`config.mk`:
```
export PLATFORM = sky130hd
export DESIGN_NAME = breath_led_multi
export DESIGN_NICKNAME = d
export VERILOG_FILES = /design/src/rtl/breath_pkg.sv /design/src/rtl/breath_timebase.sv /design/src/rtl/breath_led_multi.sv
export SDC_FILE = /design/constraint.sdc
export NUM_CORES = 1
export LEC_CHECK = 0
export ABC_AREA = 1
export ABC_CLOCK_PERIOD_IN_PS = 4300
export BUFFER_PORTS_ARGS = -buffer_cell sky130_fd_sc_hd__clkbuf_2
export CORE_ASPECT_RATIO = 0.9
export CORE_MARGIN = 4
export CORE_UTILIZATION = 46
export CTS_CLUSTER_DIAMETER = 40
export DETAILED_ROUTE_END_ITERATION = 7
export PLACE_DENSITY_LB_ADDON = 0.3
export SLEW_MARGIN = 20
export SYNTH_ARGS = -nofsm -noshare
export SYNTH_HDL_FRONTEND = slang
export SYNTH_SLANG_ARGS = --single-unit
```
`constraint.sdc`:
```
create_clock -name sys_clk -period 4.3 [get_ports sys_clk]
set_input_delay 0.215 -clock sys_clk [delete_from_list [all_inputs] [get_ports sys_clk]]
set_output_delay 0.215 -clock sys_clk [all_outputs]
set_load 0.005 [all_outputs]
```
`src/rtl/breath_pkg.sv`:
```
// Shared definitions for the multi-channel breathing-LED driver: mode encodings and a
// counter-width helper.
package breath_pkg;

  typedef enum logic [1:0] {
    MODE_OFF    = 2'b00,
    MODE_ON     = 2'b01,
    MODE_BREATH = 2'b10,
    MODE_BLINK  = 2'b11
  } mode_e;

  // Bits needed to hold 0..max_val (at least one).
  function automatic int unsigned cnt_width(input int unsigned max_val);
    return (max_val < 1) ? 1 : $clog2(max_val + 1);
  endfunction

endpackage

```
`src/rtl/breath_timebase.sv`:
```
// Shared timebase: 1 us prescaler, PWM step counter and breath position counter, plus the
// registered frame and breath-cycle pulses.
module breath_timebase
  import breath_pkg::*;
#(
  parameter int unsigned  CNT_1US_MAX  = 49,
  parameter int unsigned  CNT_STEP_MAX = 999,
  localparam int unsigned PERIOD       = 2 * (CNT_STEP_MAX + 1),
  localparam int unsigned StepW        = cnt_width(CNT_STEP_MAX),
  localparam int unsigned PosW         = cnt_width(PERIOD - 1)
) (
  input  logic             clk_i,
  input  logic             rst_i,
  input  logic             enable_i,
  output logic [StepW-1:0] cnt_step_o,
  output logic [PosW-1:0]  pos_o,
  output logic             frame_end_o,
  output logic             frame_tick_o,
  output logic             cycle_done_o
);

  localparam int unsigned UsW = cnt_width(CNT_1US_MAX);

  logic [UsW-1:0]   cnt_us_q, cnt_us_d;
  logic [StepW-1:0] cnt_step_q, cnt_step_d;
  logic [PosW-1:0]  pos_q, pos_d;
  logic             frame_tick_q, frame_tick_d;
  logic             cycle_done_q, cycle_done_d;
  logic             us_tick, step_wrap, pos_wrap, frame_end;

  assign us_tick   = enable_i && (cnt_us_q == UsW'(CNT_1US_MAX));
  assign step_wrap = (cnt_step_q == StepW'(CNT_STEP_MAX));
  assign pos_wrap  = (pos_q == PosW'(PERIOD - 1));
  assign frame_end = us_tick && step_wrap;

  always_comb begin
    cnt_us_d     = cnt_us_q;
    cnt_step_d   = cnt_step_q;
    pos_d        = pos_q;
    frame_tick_d = frame_end;
    cycle_done_d = frame_end && pos_wrap;
    if (!enable_i) begin
      cnt_us_d   = '0;
      cnt_step_d = '0;
      pos_d      = '0;
    end else begin
      cnt_us_d = us_tick ? '0 : cnt_us_q + 1'b1;
      if (us_tick) cnt_step_d = step_wrap ? '0 : cnt_step_q + 1'b1;
      if (frame_end) pos_d = pos_wrap ? '0 : pos_q + 1'b1;
    end
  end

  always_ff @(posedge clk_i or posedge rst_i) begin
    if (rst_i) begin
      cnt_us_q     <= '0;
      cnt_step_q   <= '0;
      pos_q        <= '0;
      frame_tick_q <= 1'b0;
      cycle_done_q <= 1'b0;
    end else begin
      cnt_us_q     <= cnt_us_d;
      cnt_step_q   <= cnt_step_d;
      pos_q        <= pos_d;
      frame_tick_q <= frame_tick_d;
      cycle_done_q <= cycle_done_d;
    end
  end

  assign cnt_step_o   = cnt_step_q;
  assign pos_o        = pos_q;
  assign frame_end_o  = frame_end;
  assign frame_tick_o = frame_tick_q;
  assign cycle_done_o = cycle_done_q;

endmodule

```
`src/rtl/breath_led_multi.sv`:
```
// Multi-channel breathing-LED driver: one shared timebase, per-channel phase-staggered
// level, frame-synchronised mode shadow and registered PWM pin drive.
module breath_led_multi
  import breath_pkg::*;
#(
  parameter int unsigned CH_NUM       = 4,
  parameter int unsigned CNT_1US_MAX  = 49,
  parameter int unsigned CNT_STEP_MAX = 999,
  parameter logic        LED_ON_LVL   = 1'b0,
  parameter bit          PHASE_EN     = 1'b1
) (
  input  logic                sys_clk,
  input  logic                sys_rst,
  input  logic                enable,
  input  logic [2*CH_NUM-1:0] mode,
  output logic [CH_NUM-1:0]   led_out,
  output logic                frame_tick,
  output logic                cycle_done
);

  localparam int unsigned PERIOD = 2 * (CNT_STEP_MAX + 1);
  localparam int unsigned OFFSET = PHASE_EN ? PERIOD / CH_NUM : 0;
  localparam int unsigned StepW  = cnt_width(CNT_STEP_MAX);
  localparam int unsigned PosW   = cnt_width(PERIOD - 1);
  // Wide enough that pos + k*OFFSET cannot overflow before the wrap subtract.
  localparam int unsigned AddW   = cnt_width(2 * PERIOD - 1);

  logic [StepW-1:0] cnt_step;
  logic [PosW-1:0]  pos;
  logic             frame_end;

  breath_timebase #(
    .CNT_1US_MAX  (CNT_1US_MAX),
    .CNT_STEP_MAX (CNT_STEP_MAX)
  ) u_timebase (
    .clk_i        (sys_clk),
    .rst_i        (sys_rst),
    .enable_i     (enable),
    .cnt_step_o   (cnt_step),
    .pos_o        (pos),
    .frame_end_o  (frame_end),
    .frame_tick_o (frame_tick),
    .cycle_done_o (cycle_done)
  );

  for (genvar k = 0; k < CH_NUM; k++) begin : g_ch
    localparam int unsigned ChOff = k * OFFSET;

    logic [AddW-1:0] pos_sum, pos_k, lvl_k;
    logic            ch_on, led_d, led_q;
    mode_e           mode_d, mode_q;

    always_comb begin
      pos_sum = AddW'(pos) + AddW'(ChOff);
      pos_k   = (pos_sum >= AddW'(PERIOD)) ? pos_sum - AddW'(PERIOD) : pos_sum;
      // Triangle: rising half copies pos_k, falling half mirrors it.
      lvl_k   = (pos_k <= AddW'(CNT_STEP_MAX)) ? pos_k : AddW'(PERIOD - 1) - pos_k;
      ch_on   = 1'b0;
      unique case (mode_q)
        MODE_OFF:    ch_on = 1'b0;
        MODE_ON:     ch_on = 1'b1;
        MODE_BREATH: ch_on = (AddW'(cnt_step) < lvl_k);
        MODE_BLINK:  ch_on = (pos_k <= AddW'(CNT_STEP_MAX));
      endcase
      led_d  = (enable && ch_on) ? LED_ON_LVL : ~LED_ON_LVL;
      mode_d = frame_end ? mode_e'(mode[2*k +: 2]) : mode_q;
    end

    always_ff @(posedge sys_clk or posedge sys_rst) begin
      if (sys_rst) begin
        mode_q <= MODE_OFF;
        led_q  <= ~LED_ON_LVL;
      end else begin
        mode_q <= mode_d;
        led_q  <= led_d;
      end
    end

    assign led_out[k] = led_q;
  end

endmodule

```
# == Word level (Yosys, flattened, before mapping) ==
# Index checks and enable logic that the tools add are counted.
# totals
reg_bits,41
input_bits,11
out_inout_bits,6
word_cells,91
# classes
n_addsub,14
n_lt_le_gt_ge,12
n_eq_ne,17
n_mux,24
n_reduce_logical,11
# op_table
operator,count
two-way mux 12 bit,8
"less-or-equal comparator 12 x 10 -> 1 bit, second input constant",4
less-than comparator 10 x 12 -> 1 bit,4
"subtractor 11 x 12 -> 12 bit, first input constant",4
">= comparator 12 x 11 -> 1 bit, second input constant",3
"subtractor 12 x 11 -> 12 bit, second input constant",3
two-way mux 11 bit,3
two-way mux 10 bit,3
"equality test 2 bit, second input constant",8
one-hot mux 1 bit (4 select lines),4
"adder 11 x 10 -> 12 bit, second input constant",1
"adder 11 x 11 -> 12 bit, second input constant",1
"adder 11 x 9 -> 12 bit, second input constant",1
two-way mux 6 bit,2
"subtractor 11 x 11 -> 12 bit, second input constant",1
"adder 11 x 1 -> 11 bit, second input constant",1
"equality test 11 bit, second input constant",1
">= comparator 11 bit, second input constant",1
"adder 10 x 1 -> 10 bit, second input constant",1
"equality test 10 bit, second input constant",1
"equality test 2 x 1 -> 1 bit, second input constant",4
zero test 2 bit,4
logical AND 1 bit,7
"adder 6 x 1 -> 6 bit, second input constant",1
3 further kinds,7

# == Depth between registers and ports, before layout ==
# Gate-level depths: netlist (run 1).
# depth
word_depth,9
ltp_mapped,36
mapped_depth_nobuf,34

# == By module ==
# Synthesis (run 1) repeated with hierarchy kept, for this count alone.
# unflattened
hier_cells,856
area_unflattened_um2,5724.2
# modules_own_cells
module,instances,cells_per_inst,area_per_inst_um2,seq_area_each_um2
breath_led_multi,1,641,4055.1,305.3
breath_timebase,1,215,1669.1,725.7

# == Worst setup path before layout (run 1) ==
# Ideal clock, no wire load.
# synth_path
path_type,register to register
start,"reg u_timebase.pos_q[4], in the netlist u_timebase.pos_o[4]"
end,reg g_ch[1].led_q
setup_time_ps,62
t_arrival_ps,4049
required_ps,4238
setup_slack_ps,188
path_stages_with_launch,35
path_buffers,1
period_less_slack_ps,4112
cell_sequence,dfrtp_1 -> inv_1 -> ha_1 -> nand2_1 -> nand2_2 -> nand2_1 -> nand2_1 -> inv_1 -> ha_1 -> inv_1 -> o21ai_0 -> nor2_2 -> nand2_4 -> nand2_4 -> nand2_1 -> nand2_1 -> inv_1 -> ha_1 -> nand3_1 -> nand2_1 -> nor2_1 -> nand3_1 -> nand2_1 -> buf_2 -> o21ai_0 -> xnor2_1 -> ha_1 -> nand3_1 -> o211ai_1 -> inv_1 -> nor2_1 -> nor2_1 -> nand2_1 -> nand2_1 -> nand2_1
# synth_via
elab_chain_len,9
elab_cells_between_ends,11
classes_between,add/sub: 3; order compare: 3; mux: 4; reduce/logical: 1
# synth_rtl
element,line,rtl
start: declaration,breath_timebase.sv:26,"logic [PosW-1:0] pos_q, pos_d;"
start signal: assignment,breath_timebase.sv:63,pos_q <= pos_d;
adder 11 x 9 -> 12 bit (*),breath_led_multi.sv:54,pos_sum = AddW'(pos) + AddW'(ChOff);
subtractor 12 x 11 -> 12 bit / >= comparator 12 x 11 -> 1 bit (equally long branches),breath_led_multi.sv:55,pos_k = (pos_sum >= AddW'(PERIOD)) ? pos_sum - AddW'(PERIOD) : pos_sum;
two-way mux 12 bit (*),breath_led_multi.sv:55,
subtractor 11 x 12 -> 12 bit / less-or-equal comparator 12 x 10 -> 1 bit (equally long branches),"breath_led_multi.sv:57, breath_led_multi.sv:63",
two-way mux 12 bit,breath_led_multi.sv:57,lvl_k = (pos_k <= AddW'(CNT_STEP_MAX)) ? pos_k : AddW'(PERIOD - 1) - pos_k;
less-than comparator 10 x 12 -> 1 bit,breath_led_multi.sv:62,MODE_BREATH: ch_on = (AddW'(cnt_step) < lvl_k);
one-hot mux 1 bit (4 select lines) (*),breath_led_multi.sv:59,unique case (mode_q)
logical AND 1 bit (*),breath_led_multi.sv:65,led_d = (enable && ch_on) ? LED_ON_LVL : ~LED_ON_LVL;
two-way mux 1 bit (*),breath_led_multi.sv:65,
via g_ch[1].led_d,breath_led_multi.sv:50,"logic ch_on, led_d, led_q;"
end signal: assignment,breath_led_multi.sv:72,led_q <= ~LED_ON_LVL;
end signal: assignment,breath_led_multi.sv:75,led_q <= led_d;
end: declaration,breath_led_multi.sv:50,
# The timed path passes the listed nets; every way through them passes the cells marked *.
# A chain may end at the register's enable or synchronous reset.

# == Worst setup path in the final report (run 1) ==
# layout_path
start,"reg u_timebase.pos_q[3], in the netlist u_timebase.pos_o[3]"
end,reg g_ch[1].led_q
# The elaborated chain is that of the path after synthesis.

==> results.md, run 1 <==
- Clock Skews: roughly 5.4 ps
- CTS tree: done
- First-pass GRT wire length: 23500 µm
- Crit Path Category: flop to flop
- Post-route ant nets: 0
- Final Hold Viols: 0
- Max Cap Viol: 0
- CP endpoint kind: flop
- CTS Buf Count: 5
- IO Port Bufs: 16
- Dpl hpwl: around 11000 µm
- Mean post-synth cell area: about 6.6 µm²
- VDD IR-drop max: roughly 0.11 mV
- Cells after DPL: 975
- Row count: 36
- Setup crit end: g_ch[1].led_q
- Synth Net Count: ~890
- Finished Core Util: 53.5%
- H-Tree Depth: 2
- WP data required: 4530 ps
- NumNets Final: 922
- Yosys warning count: 0
- CP arrival: 4190 ps
- Via density: about 5.2
- RSZ-0062 raised after global routing: true
- Initial core utilization: approximately 48%
- Die area: between 10000 and 15000 µm²
- RR Endpoint: g_ch[1].led_q
- Crit-path max FO: 7
- Worst-Margin Slew: a little over 900 ps
- Core ar.: around 11000 µm²
- Yosys top cell area share: 17.4%
- Area Growth Syn to Fin: 11.4%
- Total number of vias: between 5000 and 6000
- Fin cells: between 900 and 1000
- Cell Pwr Density: about 140 nW/µm²
- Design area: a little under 6000 µm²
- Stages on the worst setup path: 29
- WL final: 14300 µm
- Crit path launch type: flop
- Grt ovf: 0
- Post-synthesis register bit count: between 40 and 50
- Buf/Inv on CP: 4
- Die height: between 100 and 150 µm
- Hold Crit Class: primary input to asynchronous set/reset pin
- Crit-path max cell delay: 460 ps
- Clock-pin slew on the worst setup and hold paths: 70 ps
- Area contributors post-synth: dfrtp_1, nand2_1, ha_1, inv_1, nand3_1
- Synth cell types: 50
- Cell taking the most area after synthesis: dfrtp_1
- WL per Instance: between 10 and 15 µm
- Final Cycle Share: between 90 and 100%
- R2r startpoint: u_timebase.pos_o[3]
- GRT Total Usage: 22.3%
- Max Buffers Root-to-Sink: 2
- N_diodes: 0
- FMAX: around 0.25 GHz
- Slowest cell on crit path: dfrtp_2
- Worst-Skew Late Latency: ~290 ps
- Antenna violations before repair: 0
- Root buffer cell: clkbuf_16
- CP Launch Point: u_timebase.pos_o[3]
- Worst relative slew slack: about two fifths
- Status: completed
- Routability Congestion: approximately 0.92
- Detailed Route Iter0 Violations: ~380
- Most common cell on crit path: nand2_1
- Syn Inst Count: ~800
- Pre-Repair DR Iteration Count: 6
- Max-slew violations: 0
- Family with the most delay on the worst path: simple AND/OR/NAND/NOR gates
- R2r worst-path depth: 29
- Synth Cell Area: ~5300 µm²
- Die width: around 120 µm
- Vias in the first global route: approximately 4800
- M1 WL: slightly below 7000 µm
- Met3 wire len: slightly below 800 µm
- Seq/Total Area, Yosys: about a fifth
- Period minus WS final: between 3000 and 4000 ps
- I/O pin count: 17
- Dpl cell area: ~5600 µm²
- Met2 wire length: roughly 6500 µm
- Top Layer Used: met4
- Largest net degree at the start of global routing: 42
- CTS sink cnt: between 40 and 50
- Setup-failing EPs final: 0
- Drc violations: 0
- Leakage: 3.22 nW
- Worst R2R Setup Slack: 340 ps
- Layout cell share with drive strength beyond 1: 16.2%
[cells in the final DEF, fill, tap and decap left out, drive strengths merged, types with 2 or more instances in the layout]
cell / n
dfrtp: 37
nor4: 4
clkinv: 2
and3: 2
nand3: 70
nand4: 7
ha: 65
o32ai: 2
a21oi: 32
or2: 2
o211ai: 2
dfstp: 4
nand3b: 3
o22ai: 4
nor3: 15
a31oi: 2
o21ai: 46
xor2: 39
nand2: 244
a21o: 2
inv: 106
buf: 29
clkbuf: 23
nor2: 87
xnor2: 9
[synthesized netlist by cell type, drive strengths merged]
| master | number |
|---|---|
| xor2 | 39 |
| o32ai | 2 |
| ha | 65 |
| dfstp | 4 |
| and3 | 2 |
| o31ai | 1 |
| a21o | 2 |
| a221oi | 1 |
| nor3 | 15 |
| clkinv | 2 |
| a31o | 1 |
| o22ai | 4 |
| nand4 | 7 |
| nor2 | 87 |
| o21bai | 1 |
| a2111oi | 1 |
| o21ai | 46 |
| dfrtp | 37 |
| nand3b | 3 |
| a21oi | 32 |
| nand3 | 70 |
| nor4 | 4 |
| or2 | 2 |
| nor4b | 1 |
| buf | 13 |
| xnor2 | 9 |
| nand2 | 244 |
| a211oi | 1 |
| inv | 106 |
| nor3b | 1 |
| o211ai | 2 |
| clkbuf | 4 |
| a31oi | 2 |
[worst min path at each step]
stage / from / to / slack [ps] / cells after the start
4_1_cts: mode[4] / g_ch[2].mode_q[0] / 100 / 3
5_1_grt: mode[2] / g_ch[1].mode_q[0] / 140 / 3
6_report: sys_rst / g_ch[0].mode_q[1] / 110 / 2
3_3_place_gp: mode[4] / g_ch[2].mode_q[0] / 410 / 3
3_5_place_dp: mode[4] / g_ch[2].mode_q[0] / 410 / 3
2_1_floorplan: mode[0] / g_ch[0].mode_q[0] / 320 / 2
[through the flow]
step	power, mW	TNS [ps]	hold slack [ps]	worst slack, ps
3_3_place_gp	0.428	0	412	149
2_1_floorplan	0.416	0	325	188
6_report	0.824	0	105	339
3_5_place_dp	0.428	0	415	59.8
5_1_grt	0.851	-78.9	136	-34.4
4_1_cts	0.833	0	104	23.8
[metal layers]
metal	global-route usage, %	vias up
li1	-	2675
met1	31.1	2374
met2	36.6	122
met3	2.81	21
met4	5.84	0
met5	0	-
[timing repair]
item,in CTS,in global routing
setup endpoints to repair,0,3
hold buffers,0,0
gates resized for setup,0,30
buffers inserted,0,16
[layout make-up]
class                   instances  area (µm²)
fillers                      1124        5160
multi-input cells             645        3830
flip-flops and latches         41        1030
inverters                     108         413
repair buffers                 45         302
well taps                     152         190
clock buffers                   7         143
clock inverters                 1        7.51
[cells by family (layout without fill, tap and decap cells)]
group                      Yosys count  count (layout)  share of synthesized area [%]
AOI/OAI and AO/OA                   96              96                           10.6
xor gates and xnor gates            48              48                           8.05
adders and majority gates           65              65                           15.3
buffers and inverters              125             161                           9.84
DFF                                 41              41                           19.4
and+or+nand+nor                    436             436                           36.8
[power breakdown]
part | internal (mW) | switching, mW | total (mW)
clock | 0.232 | 0.172 | 0.404
combinational | 0.00735 | 0.0196 | 0.0270
sequential | 0.390 | 0.00249 | 0.393
total | 0.630 | 0.194 | 0.824
[flip-flops by register name, indices dropped and copies added (netlist names)]
signal,flops
u_timebase.cnt_us_q,6
g_ch.led_q,4
u_timebase.frame_tick_o,1
u_timebase.cycle_done_o,1
u_timebase.cnt_step_o,10
u_timebase.pos_o,11
g_ch.mode_q,8
Power figures use the tool's default switching activity.
==> inputs of run 2 (changes only) <==
--- a/config.mk
+++ b/config.mk
@@ -6,7 +6,6 @@
 export NUM_CORES = 1
 export LEC_CHECK = 0
 export ABC_AREA = 1
-export ABC_CLOCK_PERIOD_IN_PS = 4300
 export BUFFER_PORTS_ARGS = -buffer_cell sky130_fd_sc_hd__clkbuf_2
 export CORE_ASPECT_RATIO = 0.9
 export CORE_MARGIN = 4
@@ -14,6 +13,7 @@
 export CTS_CLUSTER_DIAMETER = 40
 export DETAILED_ROUTE_END_ITERATION = 7
 export PLACE_DENSITY_LB_ADDON = 0.3
+export RECOVER_POWER = 50
 export SLEW_MARGIN = 20
 export SYNTH_ARGS = -nofsm -noshare
 export SYNTH_HDL_FRONTEND = slang
==> results.md, run 2 (same netlist as run 1, synthesis figures left out) <==
- Drc violations: 0 (unchanged)
- R2r startpoint: u_timebase.pos_o[3]
- Status: finished with violations
- Grt ovf: 0 (unchanged)
- Layout cell share with drive strength beyond 1: 15.9% (-0.24 points)
- Leakage: 3.22 nW (about the same)
- Final worst slack: 337 ps (-1.65 ps)
- CTS Buf Count: 5 (unchanged)
- Fin cells: 999 (unchanged)
- IO Port Bufs: 16 (unchanged)
- R2r worst-path depth: 29 (unchanged)
- Die area: 13300 µm² (unchanged)
- Initial core utilization: 48.0% (unchanged)
- Worst-Skew Late Latency: 290 ps (about the same)
- Hold Crit Class: primary input to flop
- CTS tree: done
- Die width: 121 µm (unchanged)
- Hold Crit Depth: 3
- CTS sink cnt: 41 (unchanged)
- Cell Pwr Density: 139 nW/µm² (about the same)
- Crit-path max FO: 7 (unchanged)
- CP arrival: 4190 ps (about the same)
- Register share of total power: 47.7% (about the same)
- Die height: 110 µm (unchanged)
- Gate power share: 3.3% (about the same)
- Total power: 0.823 mW (about the same)
- Setup crit end: g_ch[1].led_q
- RSZ-0062 raised after global routing: true
- Hold buffer count at CTS: 0 (unchanged)
- Max Buffers Root-to-Sink: 2 (unchanged)
- Cells after DPL: 975 (unchanged)
- Worst-Margin Slew: 1670 ps (+748 ps)
- FMAX: 0.252 GHz (about the same)
- H-Tree Depth: 2 (unchanged)
- Vias in the first global route: 4769 (unchanged)
- Final Cycle Share: 92.2% (about the same)
- Worst R2R Setup Slack: 340 ps (about the same)
- Clock Skews: 5.28 ps (-0.0863 ps)
- Int Power: 0.630 mW (about the same)
- Max Cap Viol: 1 (+1)
- Core ar.: 11100 µm² (unchanged)
- Final Hold Viols: 0 (unchanged)
- Period minus WS final: 3960 ps (+1.65 ps)
- WL per Instance: 14.3 µm (about the same)
- N_diodes: 0 (unchanged)
- Design area: 5920 µm² (about the same)
- Slowest cell on crit path: dfrtp_2
- Area Growth Syn to Fin: 11.4% (about the same)
- Violated checks: max-capacitance violations, max-slew violations
- Switching Share: 23.5% (-0.062 points)
- RR Endpoint: g_ch[1].led_q
- Antenna violations before repair: 0 (unchanged)
- Crit path launch type: flop
- I/O pin count: 17 (unchanged)
- Post-route ant nets: 0 (unchanged)
- Worst relative slew slack: -11.5% (-50 points)
- P_sw: 0.194 mW (-0.35%)
- Hold Worst Slack: 107 ps (+2.21 ps)
- First-pass GRT wire length: 23500 µm (unchanged)
- Most common cell on crit path: nand2_1
- Commonest non-fill, non-tap cell in the layout: nand2_1
- Max reg flops: 11 (unchanged)
- Pre-Repair DR Iteration Count: 6 (unchanged)
- Clock power share: 49.0% (about the same)
- Routability Congestion: 0.916 (unchanged)
- Largest net degree at the start of global routing: 42 (unchanged)
- Dpl hpwl: 11100 µm (unchanged)
- Max-slew violations: 42 (+42)
- Via density: 5.21 (+0.21%)
- Clock-pin slew on the worst setup and hold paths: 70 ps (about the same)
- Detailed Route Iter0 Violations: 374 (-0.27%)
- CP Launch Point: u_timebase.pos_o[3]
- Row count: 36 (unchanged)
- WP data required: 4530 ps (about the same)
- Most frequent cells in the layout: nand2_1, inv_1, nor2_1, nand3_1, ha_1
- CP endpoint kind: flop
- Setup-failing EPs final: 0 (unchanged)
- Dpl cell area: 5570 µm² (unchanged)
- Crit-path max cell delay: 460 ps (about the same)
- Crit Path Category: flop to flop
- GRT Total Usage: 22.3% (unchanged)
- Root buffer cell: clkbuf_16
- VDD IR-drop max: 0.110 mV (-0.13%)
- NumNets Final: 922 (unchanged)
- Place WS: 59.8 ps (unchanged)
- Total number of vias: 5203 (+0.21%)
- WL final: 14300 µm (about the same)
-- run 2: area by class of cell --
cell class,instances,area [µm²]
fillers,1125,5160
clock buffers,7,143
inverters,108,413
well taps,152,190
flip-flops and latches,41,1030
multi-input cells,645,3830
repair buffers,45,300
clock inverters,1,7.51
-- run 2: per-stage QoR --
stage	TNS [ps]	utilization [%]
6_report	0	53.4
5_1_grt	-78.9	53.4
4_1_cts	0	51.6
3_5_place_dp	0	50.3
3_3_place_gp	0	50.3
2_1_floorplan	0	-
-- run 2: power groups by stage --
stage	Combinational, mW	Clock (mW)	Sequential, mW
after floorplan	0.0169	0	0.400
after global placement	0.0276	0	0.400
after detailed placement	0.0279	0	0.400
after CTS	0.0280	0.412	0.393
after global routing	0.0310	0.427	0.393
final	0.0269	0.404	0.393
-- run 2: what timing repair did --
item | in CTS | in global routing
resized for setup | 0 | 30
setup buffers | 0 | 16
setup endpoints to repair | 0 | 3
-- run 2: how the worst min path moves through the flow --
stage	slack, ps	endpoint	startpoint
2_1_floorplan	320	g_ch[0].mode_q[0]	mode[0]
3_3_place_gp	410	g_ch[2].mode_q[0]	mode[4]
3_5_place_dp	410	g_ch[2].mode_q[0]	mode[4]
4_1_cts	100	g_ch[2].mode_q[0]	mode[4]
5_1_grt	140	g_ch[1].mode_q[0]	mode[2]
6_report	110	g_ch[2].mode_q[0]	mode[4]
-- run 2: per-layer routing --
| metal | up-vias | wire length (µm) | GRT usage, % |
|---|---|---|---|
| li1 | 2674 | - | - |
| met4 | 0 | 235 | 5.84 |
| met5 | - | 0 | 0 |
| met3 | 21 | 866 | 2.81 |
| met1 | 2380 | 6760 | 31.1 |
| met2 | 128 | 6460 | 36.6 |
-- run 2: worst max-delay path, delay by kind of cell, from the launching register on --
kind,cells,cell delay [ps]
AO/OA/AOI/OAI,3,350
XOR/XNOR,2,320
adder cells (fa/ha/maj),4,1010
buffers and inverters,4,350
flip-flops,1,460
AND/OR/NAND/NOR,16,1430
